**config.mk**
```make
export PLATFORM = sky130hd
export DESIGN_NAME = weight_buffer_flat
export DESIGN_NICKNAME = d
export VERILOG_FILES = /design/src/rtl/weight_buffer_if.sv /design/src/rtl/weight_buffer.sv /design/src/flat_wrapper.sv
export SDC_FILE = /design/constraint.sdc
export NUM_CORES = 2
export LEC_CHECK = 0
export CAP_MARGIN = 0
export CELL_PAD_IN_SITES_DETAIL_PLACEMENT = 1
export CELL_PAD_IN_SITES_GLOBAL_PLACEMENT = 2
export CORE_MARGIN = 5
export CORE_UTILIZATION = 35
export CTS_BUF_LIST = sky130_fd_sc_hd__clkbuf_4 sky130_fd_sc_hd__clkbuf_8 sky130_fd_sc_hd__clkbuf_16
export CTS_CLUSTER_SIZE = 25
export DETAILED_ROUTE_END_ITERATION = 8
export PLACE_DENSITY = 0.71
export SYNTH_ARGS = -nofsm -noshare
export SYNTH_HDL_FRONTEND = slang
export SYNTH_SLANG_ARGS = --single-unit
```
**constraint.sdc**
```tcl
create_clock -name clk -period 24 [get_ports clk]
set_clock_uncertainty 0.05 [all_clocks]
set_input_delay 4.8 -clock clk [delete_from_list [all_inputs] [get_ports clk]]
set_output_delay 4.8 -clock clk [all_outputs]
set_load 0.01 [all_outputs]
```
**src/rtl/weight_buffer_if.sv**
```systemverilog
// Handshake and data bundle between the host/array side and the weight buffer.
interface weight_buffer_if #(
  parameter int DATA_W = 8,
  parameter int DEPTH  = 64,
  parameter int ROWS   = 4
);
  localparam int ADDR_W = $clog2(DEPTH);

  logic                     fetch_start;
  logic [ADDR_W-1:0]        fetch_base;
  logic [ADDR_W:0]          fetch_len;
  logic [DATA_W-1:0]        host_data;
  logic                     host_valid;
  logic                     host_ready;
  logic                     fetch_busy;
  logic                     fetch_done;
  logic                     load_weight;
  logic [ADDR_W-1:0]        load_addr;
  logic [ROWS*DATA_W-1:0]   weight_out;
  logic                     weight_valid;

  modport master (
    output fetch_start, fetch_base, fetch_len, host_data, host_valid,
    output load_weight, load_addr,
    input  host_ready, fetch_busy, fetch_done, weight_out, weight_valid
  );

  modport slave (
    input  fetch_start, fetch_base, fetch_len, host_data, host_valid,
    input  load_weight, load_addr,
    output host_ready, fetch_busy, fetch_done, weight_out, weight_valid
  );
endinterface

```
**src/rtl/weight_buffer.sv**
```systemverilog
// Weight store for the systolic array: a fill engine writes host bytes from a
// programmable base, and an independent read port returns ROWS consecutive
// weights per request (lane k = entry load_addr+k, wrapping).
module weight_buffer #(
  parameter int DATA_W = 8,
  parameter int DEPTH  = 64,
  parameter int ROWS   = 4
) (
  input  logic            clk,
  input  logic            reset,
  weight_buffer_if.slave  bus
);
  localparam int ADDR_W = $clog2(DEPTH);
  localparam logic [ADDR_W:0] DEPTH_L = (ADDR_W+1)'(DEPTH);

  typedef enum logic [1:0] {IDLE, FILL, DONE} state_t;

  state_t                 state_q, state_d;
  logic [ADDR_W-1:0]      ptr_q;
  logic [ADDR_W:0]        len_q;
  logic [ADDR_W:0]        cnt_q;
  logic [ADDR_W:0]        len_clamped;
  logic                   wr_en;
  logic [DATA_W-1:0]      mem [DEPTH];
  logic [ROWS*DATA_W-1:0] weight_p1;
  logic                   vld_p1;

  // A burst can never be longer than the buffer itself.
  assign len_clamped = (bus.fetch_len > DEPTH_L) ? DEPTH_L : bus.fetch_len;
  assign wr_en       = (state_q == FILL) && bus.host_valid;

  // State register.
  always_ff @(posedge clk or posedge reset) begin
    if (reset) state_q <= IDLE;
    else       state_q <= state_d;
  end

  // Next-state logic; a zero-length burst completes without visiting FILL.
  always_comb begin
    state_d = state_q;
    case (state_q)
      IDLE: if (bus.fetch_start) state_d = (len_clamped == '0) ? DONE : FILL;
      FILL: if (wr_en && ((cnt_q + (ADDR_W+1)'(1)) == len_q)) state_d = DONE;
      DONE: state_d = IDLE;
      default: state_d = IDLE;
    endcase
  end

  // Handshake and status outputs decoded from the current state.
  always_comb begin
    bus.host_ready = (state_q == FILL);
    bus.fetch_busy = (state_q == FILL);
    bus.fetch_done = (state_q == DONE);
  end

  // Burst pointer, length and progress count; the pointer wraps modulo DEPTH.
  always_ff @(posedge clk or posedge reset) begin
    if (reset) begin
      ptr_q <= '0;
      len_q <= '0;
      cnt_q <= '0;
    end else if ((state_q == IDLE) && bus.fetch_start) begin
      ptr_q <= bus.fetch_base;
      len_q <= len_clamped;
      cnt_q <= '0;
    end else if (wr_en) begin
      ptr_q <= ptr_q + ADDR_W'(1);
      cnt_q <= cnt_q + (ADDR_W+1)'(1);
    end
  end

  // Weight storage; reset clears every entry so reads after reset return zero.
  always_ff @(posedge clk or posedge reset) begin
    if (reset) begin
      for (int i = 0; i < DEPTH; i++) mem[i] <= '0;
    end else if (wr_en) begin
      mem[ptr_q] <= bus.host_data;
    end
  end

  // ---- read stage p1: registered lanes; a same-edge write is not forwarded ----
  always_ff @(posedge clk or posedge reset) begin
    if (reset) begin
      weight_p1 <= '0;
      vld_p1    <= 1'b0;
    end else begin
      vld_p1 <= bus.load_weight;
      if (bus.load_weight) begin
        for (int k = 0; k < ROWS; k++)
          weight_p1[k*DATA_W +: DATA_W] <= mem[bus.load_addr + ADDR_W'(k)];
      end
    end
  end

  assign bus.weight_out   = weight_p1;
  assign bus.weight_valid = vld_p1;
endmodule

```
**src/flat_wrapper.sv**
```systemverilog
// flat-port wrapper written by rule: the top's interface ports become plain ports
module weight_buffer_flat 
#(
  parameter int DATA_W = 8,
  parameter int DEPTH  = 64,
  parameter int ROWS   = 4
)
  (clk, reset, bus_fetch_start, bus_fetch_base, bus_fetch_len, bus_host_data, bus_host_valid, bus_load_weight, bus_load_addr, bus_host_ready, bus_fetch_busy, bus_fetch_done, bus_weight_out, bus_weight_valid);
  weight_buffer_if #(.DATA_W(DATA_W), .DEPTH(DEPTH), .ROWS(ROWS)) bus_i ();
  input  logic clk;
  input  logic reset;
  input wire logic [$bits(bus_i.fetch_start)-1:0] bus_fetch_start;
  input wire logic [$bits(bus_i.fetch_base)-1:0] bus_fetch_base;
  input wire logic [$bits(bus_i.fetch_len)-1:0] bus_fetch_len;
  input wire logic [$bits(bus_i.host_data)-1:0] bus_host_data;
  input wire logic [$bits(bus_i.host_valid)-1:0] bus_host_valid;
  input wire logic [$bits(bus_i.load_weight)-1:0] bus_load_weight;
  input wire logic [$bits(bus_i.load_addr)-1:0] bus_load_addr;
  output wire logic [$bits(bus_i.host_ready)-1:0] bus_host_ready;
  output wire logic [$bits(bus_i.fetch_busy)-1:0] bus_fetch_busy;
  output wire logic [$bits(bus_i.fetch_done)-1:0] bus_fetch_done;
  output wire logic [$bits(bus_i.weight_out)-1:0] bus_weight_out;
  output wire logic [$bits(bus_i.weight_valid)-1:0] bus_weight_valid;
  assign bus_i.fetch_start = bus_fetch_start;
  assign bus_i.fetch_base = bus_fetch_base;
  assign bus_i.fetch_len = bus_fetch_len;
  assign bus_i.host_data = bus_host_data;
  assign bus_i.host_valid = bus_host_valid;
  assign bus_i.load_weight = bus_load_weight;
  assign bus_i.load_addr = bus_load_addr;
  assign bus_host_ready = bus_i.host_ready;
  assign bus_fetch_busy = bus_i.fetch_busy;
  assign bus_fetch_done = bus_i.fetch_done;
  assign bus_weight_out = bus_i.weight_out;
  assign bus_weight_valid = bus_i.weight_valid;
  weight_buffer #(.DATA_W(DATA_W), .DEPTH(DEPTH), .ROWS(ROWS)) u_core (.clk(clk), .reset(reset), .bus(bus_i));
endmodule
```
==> impl_metrics.tcl <==
set metrics [dict create \
    start_util_pct 35.4 \
    cp_num_buf_inv 4 \
    grt_pass1_wl_um 238000 \
    grt_max_degree 139 \
    fp.dieW_um 342 \
    drive_gt1_share_pct 37.2 \
    synth-seq-area-share_pct 36.8 \
    path_max_fanout 31 \
    grt_overflow 0 \
    grt_pass1_vias 31000 \
    clock_path_buffers 3 \
    antenna_found_initial 13 \
    core_area_um2 109000 \
    ys_async_sr_fraction_pct 100 \
    synth-main-ff-cell "dfrtp_1" \
    irDropWorstVdd_uv 41.7 \
    leakagePower_nw 17.6 \
    syn_area_um2 38600 \
    cp-start-kind "input port" \
    synth_top_family_by_area "multiplexers" \
    die_h_um 342 \
    rsz0062_at_grt "false" \
    nets 3069 \
    clockRootBuffer "clkbuf_16" \
    final.setup.tns_ns 0 \
    setup_viol 0 \
    critical-path-max-stage-delay_ns 0.83 \
    synth_top_area_share_pct 36.8 \
    postPlaceCellArea_um2 40400 \
    synth-edff-count 0 \
    synth_cells 3125 \
    whs_ns 0.433 \
    track_usage_pct 27.7 \
    wl_per_cell_um 36.1 \
    viasPerCell 6.74 \
    clk_pin_slew_worst_paths_ns 0.06 \
    final_area_um2 42800 \
    yosys.area.top_type "dfrtp_1" \
    criticalPathCategory "input port to flip-flop" \
    clock_sinks 567 \
    slew_viol_final 0 \
    required_ns 24.44 \
    power_density_nw_per_um2 104 \
    cts-htree-levels 3 \
    muxShareOfSynthArea_pct 43.0 \
    ant_nets 0 \
    syn_avg_cell_area_um2 12.3 \
    final_util_pct 39.2 \
    yosys.area_share.simple_pct 8.24 \
    cp-end-kind "flip-flop" \
    dp_hpwl_um 113000 \
    num_vias 30800 \
    fmax_ghz 0.110 \
    areaGrowthSynthToFinish_pct 10.9 \
    synthAdderAreaFrac_pct 0.195 \
    syn_nets 3163 \
    status "finished clean" \
    dr.pass1.iters 5 \
    die_area_um2 117000 \
    synth_compound_area_share_pct 7.28 \
    cp_slowest_cell "nor2_4" \
    io_pins 68 \
    drt-initial-drc-count 3626 \
    postRouteWirelength_um 165000 \
    r2r_start "u_core.state_q[1]" \
    hold_class "flip-flop to flip-flop" \
    maxCapViolCount 0 \
    hold_viol_final 0 \
    tightest_slew_ns 1.40 \
    drc 0 \
    worstPathCellList "buf_8 > clkinv_1 > ha_4 > clkinv_2 > nor2_4 > buf_4 > a32oi_1 > and3_1 > nor4_1 > a311oi_1" \
    clk-insertion-delay-late_ns 0.66 \
    cp_top_family "buffers and inverters" \
    gp_congestion 0.965 \
    synth-seq-cells 567 \
    synth-warning-count 0 \
    slew_headroom_pct 6.71 \
    min_from "u_core.state_q[1]" \
    synth-xor-area-share_pct 0.597 \
    cts_resized 0 \
    numCtsBuffers 70 \
    worstPathArrival_ns 9.52 \
    post-route-period-util_pct 37.8 \
    p_total_mw 4.44 \
    port_buffers 67 \
    rows 121 \
    post-route-min-period_ns 9.08 \
    tritoncts "yes" \
    yosysUniqueCellTypes 73 \
    cts-hold-fix-buffers 0 \
    worstSetupStartpoint "bus_load_addr[1]" \
    synthTopCellsByArea "dfrtp_1, mux4_2, mux2_2" \
    post-cts-setup-buffers 0 \
]
-- cell type report --
class	count	area, um2
fill	11400	66300
clock inverter	37	443
multi-input combinational	2238	23100
tap	1476	1850
timing repair buffer	136	1180
sequential	567	14200
inverter	18	78.8
antenna	5	12.5
clock buffer	89	1980
-- layout by cell type (no fill, tap or decap), types with 61 or more instances in the layout --
cell,n
a32oi_1,61
buf_4,66
clkbuf_16,72
dfrtp_1,567
mux2_2,518
mux2i_1,227
mux4_2,376
nand2_1,425
nand3_1,101
o21ai_0,65
-- where the power goes --
part,total (mW),internal (mW),switching [mW]
registers,1.79,1.27,0.516
clock network,1.14,0.674,0.464
logic,1.52,0.782,0.735
-- state kept, by name, indices dropped and copies added, names as in the netlist --
| name | cells |
|---|---|
| u_core.state_q | 2 |
| u_core.mem | 512 |
| u_core.len_q | 7 |
| u_core.ptr_q | 6 |
| u_core.bus.weight_out | 32 |
| u_core.cnt_q | 7 |
| u_core.bus.weight_valid | 1 |
-- Yosys cell counts, types with 29 or more instances --
library cell / n
dfrtp_1: 567
mux2_2: 518
nand2_1: 425
mux4_2: 376
mux2i_1: 227
clkbuf_1: 154
nand3_1: 101
buf_2: 74
o21ai_0: 65
a32oi_1: 61
nor2_1: 52
a221oi_1: 51
nand4_1: 47
a31oi_1: 34
buf_1: 31
buf_4: 29
-- worst paths after layout --
check | to | slack (ns) | cells past startpoint
max | u_core.bus.weight_out[14] | 14.92 | 10
min | u_core.state_q[1] | 0.43 | 1
max reg2reg | u_core.mem[15] | 19.81 | 5
min reg2reg | u_core.state_q[1] | 0.43 | 1
max in group asynchronous | u_core.mem[220] | 16.16 | 5
min in group asynchronous | u_core.mem[333] | 4.58 | 2
-- through the flow --
| step | cells | setup slack, ns |
|---|---|---|
| final | 4566 | 14.92 |
| after global routing | 4562 | 14.94 |
| after CTS | 4561 | 15.08 |
| after detailed placement | 4435 | 14.40 |
| after global placement | 4435 | 14.47 |
| after floorplan | 3125 | 3.29 |
-- logic make-up (layout without fill, tap and decap cells) --
family | Yosys count | in the layout
AOI/OAI and AO/OA | 374 | 374
xor gates and xnor gates | 22 | 22
adders and majority gates | 6 | 6
buffers and inverters | 320 | 280
DFF | 567 | 567
muxes | 1122 | 1122
other | 0 | 5
and+or+nand+nor | 714 | 714
-- metal layers --
layer	global-route usage (%)	part of all wire, %	up-vias	wire length (um)
li1	-	-	12000	-
met1	37.7	40	16500	66500
met2	41.5	44	1830	72000
met3	7.67	11	391	17500
met4	12.6	5.5	8	9020
met5	0	0.035	-	57
Note: power is estimated with default switching activity, not from simulation.
